### src/rtl/mem_arb_pkg.sv
// Types and constants shared by the memory-port arbiter, its interface and the sub-modules.
package mem_arb_pkg;

    typedef enum logic [1:0] {
        S_IDLE     = 2'd0,
        S_DBG_WAIT = 2'd1,
        S_DBG_RESP = 2'd2
    } arb_state_t;

    typedef enum logic [1:0] {
        GNT_NONE = 2'd0,
        GNT_CPU  = 2'd1,
        GNT_DBG  = 2'd2
    } gnt_src_t;

    localparam logic [3:0] RAM_SEL_WORD = 4'hF;
    localparam int         STARVE_W     = 8;

endpackage

### src/rtl/mem_arb_if.sv
// Bus bundle between the CPU MEM stage, the debug scanner, the shared RAM port and the arbiter.
interface mem_arb_if #(
    parameter int ADDR_BITS = 12
);
    import mem_arb_pkg::*;

    localparam int WA = ADDR_BITS - 2;

    logic                cpu_req;
    logic                cpu_rw;
    logic [WA-1:0]       cpu_addr;
    logic [3:0]          cpu_sel;
    logic                cpu_ext;
    logic [31:0]         cpu_wdata;
    logic [31:0]         cpu_rdata;
    logic                cpu_stall;

    logic                dbg_req;
    logic [WA-1:0]       dbg_addr;
    logic [31:0]         dbg_rdata;
    logic                dbg_valid;

    logic [WA-1:0]       ram_addr;
    logic [31:0]         ram_data_in;
    logic [3:0]          ram_sel;
    logic                ram_rw;
    logic                ram_extend_type;
    logic [31:0]         ram_data_out;

    arb_state_t          arb_state;
    logic [STARVE_W-1:0] starve_count;

    // Handshakes: cpu_req is sampled every cycle and cpu_stall=1 means the access was not
    // performed and must be presented again; dbg_req/dbg_addr are held stable until the
    // single-cycle dbg_valid strobe, which carries dbg_rdata.
    modport slave (
        input  cpu_req, cpu_rw, cpu_addr, cpu_sel, cpu_ext, cpu_wdata,
        output cpu_rdata, cpu_stall,
        input  dbg_req, dbg_addr,
        output dbg_rdata, dbg_valid,
        output ram_addr, ram_data_in, ram_sel, ram_rw, ram_extend_type,
        input  ram_data_out,
        output arb_state, starve_count
    );

    modport master (
        output cpu_req, cpu_rw, cpu_addr, cpu_sel, cpu_ext, cpu_wdata,
        input  cpu_rdata, cpu_stall,
        output dbg_req, dbg_addr,
        input  dbg_rdata, dbg_valid,
        input  ram_addr, ram_data_in, ram_sel, ram_rw, ram_extend_type,
        output ram_data_out,
        input  arb_state, starve_count
    );

endinterface

### src/rtl/mem_arb_starve_cnt.sv
// Saturating count of cycles a debug request has waited without a grant.
module mem_arb_starve_cnt
    import mem_arb_pkg::*;
(
    input  logic                clk,
    input  logic                rst,
    input  logic                inc,
    input  logic                clr,
    input  logic [STARVE_W-1:0] limit,
    output logic [STARVE_W-1:0] count,
    output logic                at_limit
);

    logic [STARVE_W-1:0] count_q;
    logic [STARVE_W-1:0] count_d;

    always_comb begin
        count_d = count_q;
        if (clr) begin
            count_d = '0;
        end else if (inc && (count_q < limit)) begin
            count_d = count_q + 1'b1;
        end
    end

    always_ff @(posedge clk or posedge rst) begin
        if (rst) begin
            count_q <= '0;
        end else begin
            count_q <= count_d;
        end
    end

    assign count    = count_q;
    assign at_limit = (count_q == limit);

endmodule

### src/rtl/mem_arbiter.sv
// Arbitrates the single RAM port between the CPU MEM stage and a debug read scanner.
// Defining MEM_ARB_STATS_EN adds the 32-bit stall_cycles counter output.
module mem_arbiter
    import mem_arb_pkg::*;
#(
    parameter int ADDR_BITS = 12,
    parameter int MAX_WAIT  = 8
) (
    input  logic        clk,
    input  logic        rst,
    mem_arb_if.slave    bus
`ifdef MEM_ARB_STATS_EN
    ,
    output logic [31:0] stall_cycles
`endif
);

    localparam int                  WA    = ADDR_BITS - 2;
    localparam logic [STARVE_W-1:0] LIMIT = STARVE_W'(MAX_WAIT);

    arb_state_t          state_q;
    arb_state_t          state_d;
    gnt_src_t            gnt;
    logic [31:0]         dbg_rdata_q;
    logic [31:0]         dbg_rdata_d;
    logic [STARVE_W-1:0] starve_count;
    logic                at_limit;
    logic                dbg_eligible;
    logic                starve_inc;
    logic                starve_clr;
    logic                cpu_stall_w;

    logic [WA-1:0]       ram_addr_w;
    logic [31:0]         ram_din_w;
    logic [3:0]          ram_sel_w;
    logic                ram_rw_w;
    logic                ram_ext_w;

    // The response cycle never takes a new debug read, capping the scanner at one read per 2 cycles.
    assign dbg_eligible = bus.dbg_req && (state_q != S_DBG_RESP);

    always_comb begin
        gnt = GNT_NONE;
        if (dbg_eligible && at_limit) begin
            gnt = GNT_DBG;
        end else if (bus.cpu_req) begin
            gnt = GNT_CPU;
        end else if (dbg_eligible) begin
            gnt = GNT_DBG;
        end
    end

    assign cpu_stall_w = dbg_eligible && at_limit && bus.cpu_req;

    always_comb begin
        ram_addr_w = '0;
        ram_din_w  = '0;
        ram_sel_w  = '0;
        ram_rw_w   = 1'b0;
        ram_ext_w  = 1'b0;
        case (gnt)
            GNT_CPU: begin
                ram_addr_w = bus.cpu_addr;
                ram_din_w  = bus.cpu_wdata;
                ram_sel_w  = bus.cpu_sel;
                ram_rw_w   = bus.cpu_rw;
                ram_ext_w  = bus.cpu_ext;
            end
            GNT_DBG: begin
                ram_addr_w = bus.dbg_addr;
                ram_sel_w  = RAM_SEL_WORD;
            end
            default: ;
        endcase
    end

    always_comb begin
        state_d     = state_q;
        dbg_rdata_d = dbg_rdata_q;
        case (state_q)
            S_IDLE, S_DBG_WAIT: begin
                if (gnt == GNT_DBG) begin
                    state_d     = S_DBG_RESP;
                    dbg_rdata_d = bus.ram_data_out;
                end else if (bus.dbg_req) begin
                    state_d = S_DBG_WAIT;
                end else begin
                    state_d = S_IDLE;
                end
            end
            default: state_d = S_IDLE;
        endcase
    end

    always_ff @(posedge clk or posedge rst) begin
        if (rst) begin
            state_q     <= S_IDLE;
            dbg_rdata_q <= '0;
        end else begin
            state_q     <= state_d;
            dbg_rdata_q <= dbg_rdata_d;
        end
    end

    assign starve_inc = bus.dbg_req && (gnt != GNT_DBG);
    assign starve_clr = !bus.dbg_req || (gnt == GNT_DBG);

    mem_arb_starve_cnt u_starve (
        .clk      (clk),
        .rst      (rst),
        .inc      (starve_inc),
        .clr      (starve_clr),
        .limit    (LIMIT),
        .count    (starve_count),
        .at_limit (at_limit)
    );

    assign bus.ram_addr        = ram_addr_w;
    assign bus.ram_data_in     = ram_din_w;
    assign bus.ram_sel         = ram_sel_w;
    assign bus.ram_rw          = ram_rw_w;
    assign bus.ram_extend_type = ram_ext_w;
    assign bus.cpu_rdata       = bus.ram_data_out;
    assign bus.cpu_stall       = cpu_stall_w;
    assign bus.dbg_rdata       = dbg_rdata_q;
    assign bus.dbg_valid       = (state_q == S_DBG_RESP);
    assign bus.arb_state       = state_q;
    assign bus.starve_count    = starve_count;

`ifdef MEM_ARB_STATS_EN
    logic [31:0] stall_cycles_q;
    logic [31:0] stall_cycles_d;

    assign stall_cycles_d = cpu_stall_w ? (stall_cycles_q + 32'd1) : stall_cycles_q;

    always_ff @(posedge clk or posedge rst) begin
        if (rst) begin
            stall_cycles_q <= '0;
        end else begin
            stall_cycles_q <= stall_cycles_d;
        end
    end

    assign stall_cycles = stall_cycles_q;
`endif

endmodule

### src/flat_wrapper.sv
// flat-port wrapper written by rule: the top's interface ports become plain ports
module mem_arbiter_flat import mem_arb_pkg::*;
#(
    parameter int ADDR_BITS = 12,
    parameter int MAX_WAIT  = 8
)
  (clk, rst, bus_cpu_req, bus_cpu_rw, bus_cpu_addr, bus_cpu_sel, bus_cpu_ext, bus_cpu_wdata, bus_cpu_rdata, bus_cpu_stall, bus_dbg_req, bus_dbg_addr, bus_dbg_rdata, bus_dbg_valid, bus_ram_addr, bus_ram_data_in, bus_ram_sel, bus_ram_rw, bus_ram_extend_type, bus_ram_data_out, bus_arb_state, bus_starve_count);
  mem_arb_if #(.ADDR_BITS(ADDR_BITS)) bus_i ();
  input  logic clk;
  input  logic rst;
  input wire logic [$bits(bus_i.cpu_req)-1:0] bus_cpu_req;
  input wire logic [$bits(bus_i.cpu_rw)-1:0] bus_cpu_rw;
  input wire logic [$bits(bus_i.cpu_addr)-1:0] bus_cpu_addr;
  input wire logic [$bits(bus_i.cpu_sel)-1:0] bus_cpu_sel;
  input wire logic [$bits(bus_i.cpu_ext)-1:0] bus_cpu_ext;
  input wire logic [$bits(bus_i.cpu_wdata)-1:0] bus_cpu_wdata;
  output wire logic [$bits(bus_i.cpu_rdata)-1:0] bus_cpu_rdata;
  output wire logic [$bits(bus_i.cpu_stall)-1:0] bus_cpu_stall;
  input wire logic [$bits(bus_i.dbg_req)-1:0] bus_dbg_req;
  input wire logic [$bits(bus_i.dbg_addr)-1:0] bus_dbg_addr;
  output wire logic [$bits(bus_i.dbg_rdata)-1:0] bus_dbg_rdata;
  output wire logic [$bits(bus_i.dbg_valid)-1:0] bus_dbg_valid;
  output wire logic [$bits(bus_i.ram_addr)-1:0] bus_ram_addr;
  output wire logic [$bits(bus_i.ram_data_in)-1:0] bus_ram_data_in;
  output wire logic [$bits(bus_i.ram_sel)-1:0] bus_ram_sel;
  output wire logic [$bits(bus_i.ram_rw)-1:0] bus_ram_rw;
  output wire logic [$bits(bus_i.ram_extend_type)-1:0] bus_ram_extend_type;
  input wire logic [$bits(bus_i.ram_data_out)-1:0] bus_ram_data_out;
  output wire logic [$bits(bus_i.arb_state)-1:0] bus_arb_state;
  output wire logic [$bits(bus_i.starve_count)-1:0] bus_starve_count;
  assign bus_i.cpu_req = bus_cpu_req;
  assign bus_i.cpu_rw = bus_cpu_rw;
  assign bus_i.cpu_addr = bus_cpu_addr;
  assign bus_i.cpu_sel = bus_cpu_sel;
  assign bus_i.cpu_ext = bus_cpu_ext;
  assign bus_i.cpu_wdata = bus_cpu_wdata;
  assign bus_cpu_rdata = bus_i.cpu_rdata;
  assign bus_cpu_stall = bus_i.cpu_stall;
  assign bus_i.dbg_req = bus_dbg_req;
  assign bus_i.dbg_addr = bus_dbg_addr;
  assign bus_dbg_rdata = bus_i.dbg_rdata;
  assign bus_dbg_valid = bus_i.dbg_valid;
  assign bus_ram_addr = bus_i.ram_addr;
  assign bus_ram_data_in = bus_i.ram_data_in;
  assign bus_ram_sel = bus_i.ram_sel;
  assign bus_ram_rw = bus_i.ram_rw;
  assign bus_ram_extend_type = bus_i.ram_extend_type;
  assign bus_i.ram_data_out = bus_ram_data_out;
  assign bus_arb_state = bus_i.arb_state;
  assign bus_starve_count = bus_i.starve_count;
  mem_arbiter #(.ADDR_BITS(ADDR_BITS), .MAX_WAIT(MAX_WAIT)) u_core (.clk(clk), .rst(rst), .bus(bus_i));
endmodule
### config.mk
export PLATFORM = sky130hd
export DESIGN_NAME = mem_arbiter_flat
export DESIGN_NICKNAME = d
export VERILOG_FILES = /design/src/rtl/mem_arb_pkg.sv /design/src/rtl/mem_arb_if.sv /design/src/rtl/mem_arb_starve_cnt.sv /design/src/rtl/mem_arbiter.sv /design/src/flat_wrapper.sv
export SDC_FILE = /design/constraint.sdc
export NUM_CORES = 1
export LEC_CHECK = 0
export ABC_AREA = 1
export CORE_MARGIN = 5
export CORE_UTILIZATION = 31
export DETAILED_ROUTE_END_ITERATION = 12
export PLACE_DENSITY = 0.88
export SYNTH_ARGS = -nofsm -noshare
export SYNTH_HDL_FRONTEND = slang
export SYNTH_SLANG_ARGS = --single-unit
### constraint.sdc
create_clock -name clk -period 2.1 [get_ports clk]
set_input_delay 0.315 -clock clk [delete_from_list [all_inputs] [get_ports clk]]
set_output_delay 0.315 -clock clk [all_outputs]
set_load 0.02 [all_outputs]
# Word-level counts from Yosys, hierarchy flattened
# Cells that the tools add are included.
# word_totals
register_bits,42
latch_bits,0
mem_bits_rw,0
rom_bits,0
n_memories,0
# op_classes
n_addsub,1
mul,0
n_div,0
n_lt_le_gt_ge,1
eq_ne,7
shifts,0
muxes,13
bitwise_logic,0
n_reduce_logical,11
# op_table
cell,count
32-bit two-way mux,1
10-bit one-hot mux with 2 select lines,1
8-bit two-way mux,2
2-bit two-way mux,5
"8-bit by 1-bit adder with 8-bit output, second input constant",1
"8-bit by 4-bit == test with 1-bit output, second input constant",1
"8-bit by 4-bit less-than comparator with 1-bit output, second input constant",1
4-bit one-hot mux with 2 select lines,1
1-bit logical AND,5
"2-bit by 1-bit == test with 1-bit output, second input constant",2
"2-bit == test, second input constant",2
"2-bit inequality test, second input constant",2
1-bit two-way mux,3
2-bit zero test,1
2-bit AND reduction,1
2-bit nonzero test,1
2-bit OR reduction,1
1-bit zero test,1
1-bit logical OR,1

# Logic depth before layout (Yosys ltp)
# depth
word_depth,10
mapped_depth,12

# Cells and area by module
# A second synthesis with hierarchy kept.
# hier_totals
hier_cells,416
hier_area_um2,2795.2
# by_module_without_submodules
module,n_inst,cells_per_inst,area_per_inst_um2,seq_area_each_um2
mem_arbiter,1,306,2058.2,850.8
mem_arb_starve_cnt,1,110,737.0,200.2

# Worst setup path after synthesis
# OpenSTA, ideal clock, no wires.
# synth_timing
kind,reg-to-output
start,register u_core.state_q[1] (netlist: u_core.bus.arb_state[1])
end,output port bus_ram_addr[0]
t_arrival_ps,1980
setup_slack_ps,-195
stages_incl_launch_ff,8
n_path_buf,1
cell_sequence,dfrtp_1 > inv_2 > nor2_1 > nor2_1 > a21oi_1 > ha_1 > clkbuf_1 > a21oi_1
# synth_between
elab_chain_cells,7
# synth_rtl
element,line,source
from (decl),mem_arbiter.sv:21,arb_state_t state_q;
from (signal assigned),mem_arbiter.sv:100,state_q <= state_d;
2-bit inequality test *,mem_arbiter.sv:40,assign dbg_eligible = bus.dbg_req && (state_q != S_DBG_RESP);
1-bit logical AND *,mem_arbiter.sv:40,
2-bit two-way mux,mem_arbiter.sv:48,end else if (dbg_eligible) begin
2-bit two-way mux,mem_arbiter.sv:46,end else if (bus.cpu_req) begin
2-bit two-way mux *,mem_arbiter.sv:44,if (dbg_eligible && at_limit) begin
2-bit == test or 2-bit by 1-bit == test with 1-bit output (tied branches),mem_arbiter.sv:61,case (gnt)
10-bit one-hot mux with 2 select lines *,mem_arbiter.sv:61,
to (decl),flat_wrapper.sv:23,output wire logic [$bits(bus_i.ram_addr)-1:0] bus_ram_addr;
# Mark *: on every way between the ends. The rest lies on a longest branch, timed or not.

# Worst setup path after layout
# layout_timing
start,register u_core.u_starve.count_q[1] (netlist: u_core.u_starve.count[1])
end,output port bus_ram_data_in[28]
# layout_between
elab_chain_cells,5
# layout_rtl
element,line,source
from (decl),mem_arb_starve_cnt.sv:14,logic [STARVE_W-1:0] count_q;
from (signal assigned),mem_arb_starve_cnt.sv:30,count_q <= count_d;
8-bit by 4-bit == test with 1-bit output,mem_arb_starve_cnt.sv:35,assign at_limit = (count_q == limit);
1-bit logical AND,mem_arbiter.sv:44,
2-bit two-way mux,mem_arbiter.sv:44,
2-bit by 1-bit == test with 1-bit output,mem_arbiter.sv:61,
32-bit two-way mux,mem_arbiter.sv:61,
to (decl),flat_wrapper.sv:24,output wire logic [$bits(bus_i.ram_data_in)-1:0] bus_ram_data_in;
# Every way passes these cells.

==> results.json <==
{
  "outcome": "complete, but fails checks",
  "violations": "negative setup slack",
  "crit_fanout": 7,
  "min_path_type": "in -> async",
  "fmax_ghz": 0.4325,
  "ir_worst_vdd_mv": 0.5824,
  "clk_latency_ns": 0.29,
  "cts_root_buf": "clkbuf_8",
  "switching_power_mw": 1.048,
  "relSlewSlack_pct": 64.56,
  "crit_arrival_ns": 2.00,
  "timing.final.crit_share_pct": 110.1,
  "drive_gt1_share_pct": 29.53,
  "clock_sinks": 42,
  "ios": 218,
  "finalSetupViolCount": 48,
  "clk_pin_slew_ns": 0.08,
  "cts_buffer_depth": 2,
  "rrSetupSlack_ns": 0.14,
  "yosysSeqAreaShare_pct": 43.37,
  "crit_type": "reg -> out",
  "clkPwrFrac_pct": 24.2,
  "layout_common_cells": "168 x clkdlybuf4s50_1, 135 x nand2_1, 45 x buf_6",
  "multiInputGateArea_um2": 1247,
  "route.detailed.drc": 0,
  "p_per_area_nw_per_um2": 594.8,
  "worst_r2r_endpoint": "u_core.bus.dbg_rdata[0]$_DFFE_PP0P_",
  "gp_routability_congestion": 0.9693,
  "avgViaCountPerCell": 4.474,
  "die_x_um": 98.42,
  "grt_first_pass_wirelength_um": 16220,
  "antenna_cells": 0,
  "dr.pass1.iters": 4,
  "dpl.cell_count": 650,
  "syn_to_final_growth_pct": 123.1,
  "crit_start": "u_core.u_starve.count[1]$_DFFE_PP0P_",
  "num_rows": 32,
  "cts_tree": "done",
  "portBuffers": 217,
  "switching_share_pct": 32.60,
  "layout_commonest_cell": "clkdlybuf4s50_1",
  "cp-endpoint": "bus_ram_data_in[28]",
  "finalHoldViolCount": 0,
  "ff2ff_path_depth": 14,
  "initial_core_util_pct": 31.53,
  "placed_cell_area_um2": 4776,
  "clock-skew-final_ns": 0.005277,
  "worst_slack_ns": -0.2121,
  "track_usage_pct": 20.94,
  "finalCriticalPeriod_ns": 2.312,
  "stdcell_area_um2": 5406,
  "yosys_warnings": 0,
  "die-area_um2": 9687,
  "regArea_um2": 1051,
  "post-route-util_pct": 70.33,
  "end_kind": "output port",
  "pre_cts_ws_ns": -0.7537,
  "h-tree-depth": 2,
  "finalNonFillerCells": 671,
  "syn_avg_cell_area_um2": 6.885,
  "grt_pass1_vias": 3078,
  "antenna_found_initial": 0,
  "synth.distinct_cells": 14,
  "cell_internal_pwr_mw": 2.167,
  "core_um2": 7687,
  "ant_nets": 0,
  "synth_nets": 450,
  "cts_hold_buffers": 0,
  "final_net_count": 666,
  "leakagePower_nw": 2.726,
  "cap_violations": 0,
  "post_drt_wl_per_cell_um": 16.31,
  "pwr-share-seq_pct": 31.4,
  "final-max-slew-violation-count": 0,
  "reg2reg_from": "u_core.u_starve.count[1]$_DFFE_PP0P_",
  "die_h_um": 98.42,
  "setup.worst_path.start_class": "flop",
  "p_comb_share_pct": 44.4,
  "synth-seq-cells": 42,
  "crit_required_ns": 1.78,
  "dp_hpwl_um": 7864,
  "cts-buffers-inserted": 5,
  "grt_max_degree": 43,
  "rsz0062_at_grt": "yes",
  "fillerInstances": 545,
  "synth_area_um2": 2424,
  "finalWirelength_um": 10940,
  "gr-total-overflow": 0,
  "vias": 3002,
  "worstMarginPinSlew_ns": 0.5315,
  "syn_inst": 352,
  "drtIter0Drc": 112
}
## synthesized netlist by cell type, drive strengths merged
cell | instances | area, um^2
inv | 51 | 191.4
ha | 4 | 50.05
nand2 | 170 | 640.6
a21oi | 15 | 75.07
buf | 43 | 302.8
nand3 | 6 | 30.03
dfrtp | 42 | 1051
clkbuf | 2 | 7.510
o21ai | 1 | 5.000
nor2 | 18 | 70.07
## layer usage
| metal | part of all wire [%] | vias to the layer above | routed length, um | track usage (%) |
|---|---|---|---|---|
| met1 | 37 | 1371 | 4057 | 22.60 |
| met2 | 52 | 177 | 5651 | 39.11 |
| met4 | 2.7 | 0 | 293 | 7.143 |
| li1 | - | 1429 | - | - |
| met5 | 0 | - | 0 | 0 |
| met3 | 8.6 | 25 | 942 | 5.732 |
## cells by family (layout without fill, tap and decap cells)
group           after synthesis  in the layout  share of synthesized area (%)
compound gates               16             16                          3.304
flops                        42             42                          43.37
simple gates                194            194                          30.56
fa+ha+maj                     4              4                          2.065
buf+inv                      96            313                          20.70
## how the worst min path moves through the flow
stage | start | end | slack (ns) | cells past startpoint
6_report | rst | u_core.u_starve.count[4]$_DFFE_PP0P_ | 0.46 | 3
2_1_floorplan | bus_ram_data_out[0] | u_core.bus.dbg_rdata[0]$_DFFE_PP0P_ | 0.42 | 2
3_3_place_gp | u_core.bus.dbg_rdata[24]$_DFFE_PP0P_ | u_core.bus.dbg_rdata[24]$_DFFE_PP0P_ | 0.46 | 2
3_5_place_dp | u_core.bus.dbg_rdata[27]$_DFFE_PP0P_ | u_core.bus.dbg_rdata[27]$_DFFE_PP0P_ | 0.46 | 2
5_1_grt | rst | u_core.u_starve.count[3]$_DFFE_PP0P_ | 0.51 | 3
4_1_cts | rst | u_core.u_starve.count[3]$_DFFE_PP0P_ | 0.46 | 3
## critical path, stage by stage (launching register included)
cell and delay [ns]:
dfrtp_1 0.39, inv_1 0.06, ha_2 0.16, nand3_2 0.07
nor2_4 0.16, o21ai_2 0.09, ha_4 0.20, buf_6 0.13
buf_16 0.14, nand2_1 0.09, inv_1 0.06, buf_6 0.13
## area by class of cell
cell class | instances | share of cell area [%]
inverter | 51 | 3.726
tap | 102 | 2.361
clock buffer | 6 | 1.527
clock inverter | 2 | 1.111
timing repair buffer | 254 | 48.76
multi-input combinational | 214 | 23.07
sequential | 42 | 19.44
## state kept, by name, indices dropped and copies added, names as in the netlist
signal / cells
u_core.bus.arb_state: 2
u_core.bus.dbg_rdata: 32
u_core.u_starve.count: 8
## power by group through the flow
stage	registers (mW)	clock network, mW	logic (mW)
global placement	1.02	0	1.28
detailed placement	1.02	0	1.30
floorplan	1.19	0	0.432
CTS	1.01	0.806	1.42
global route	1.03	0.841	1.51
finish	1.01	0.777	1.43
## stage by stage
| step | setup TNS, ns | hold WS (ns) | total power, mW |
|---|---|---|---|
| after floorplan | -0.5610 | 0.4246 | 1.621 |
| after global placement | -26.19 | 0.4610 | 2.294 |
| after detailed placement | -31.99 | 0.4646 | 2.319 |
| after CTS | -7.599 | 0.4596 | 3.232 |
| after global routing | -13.45 | 0.5074 | 3.382 |
| final | -7.732 | 0.4578 | 3.216 |
## what timing repair did
action | 4_1_cts | 5_1_grt
setup endpoints to repair | 76 | 81
setup buffers | 8 | 1
gates resized for setup | 357 | 13
pin swaps | 10 | 7
gates cloned | 3 | 2
Note: power is estimated with default switching activity, not from simulation.
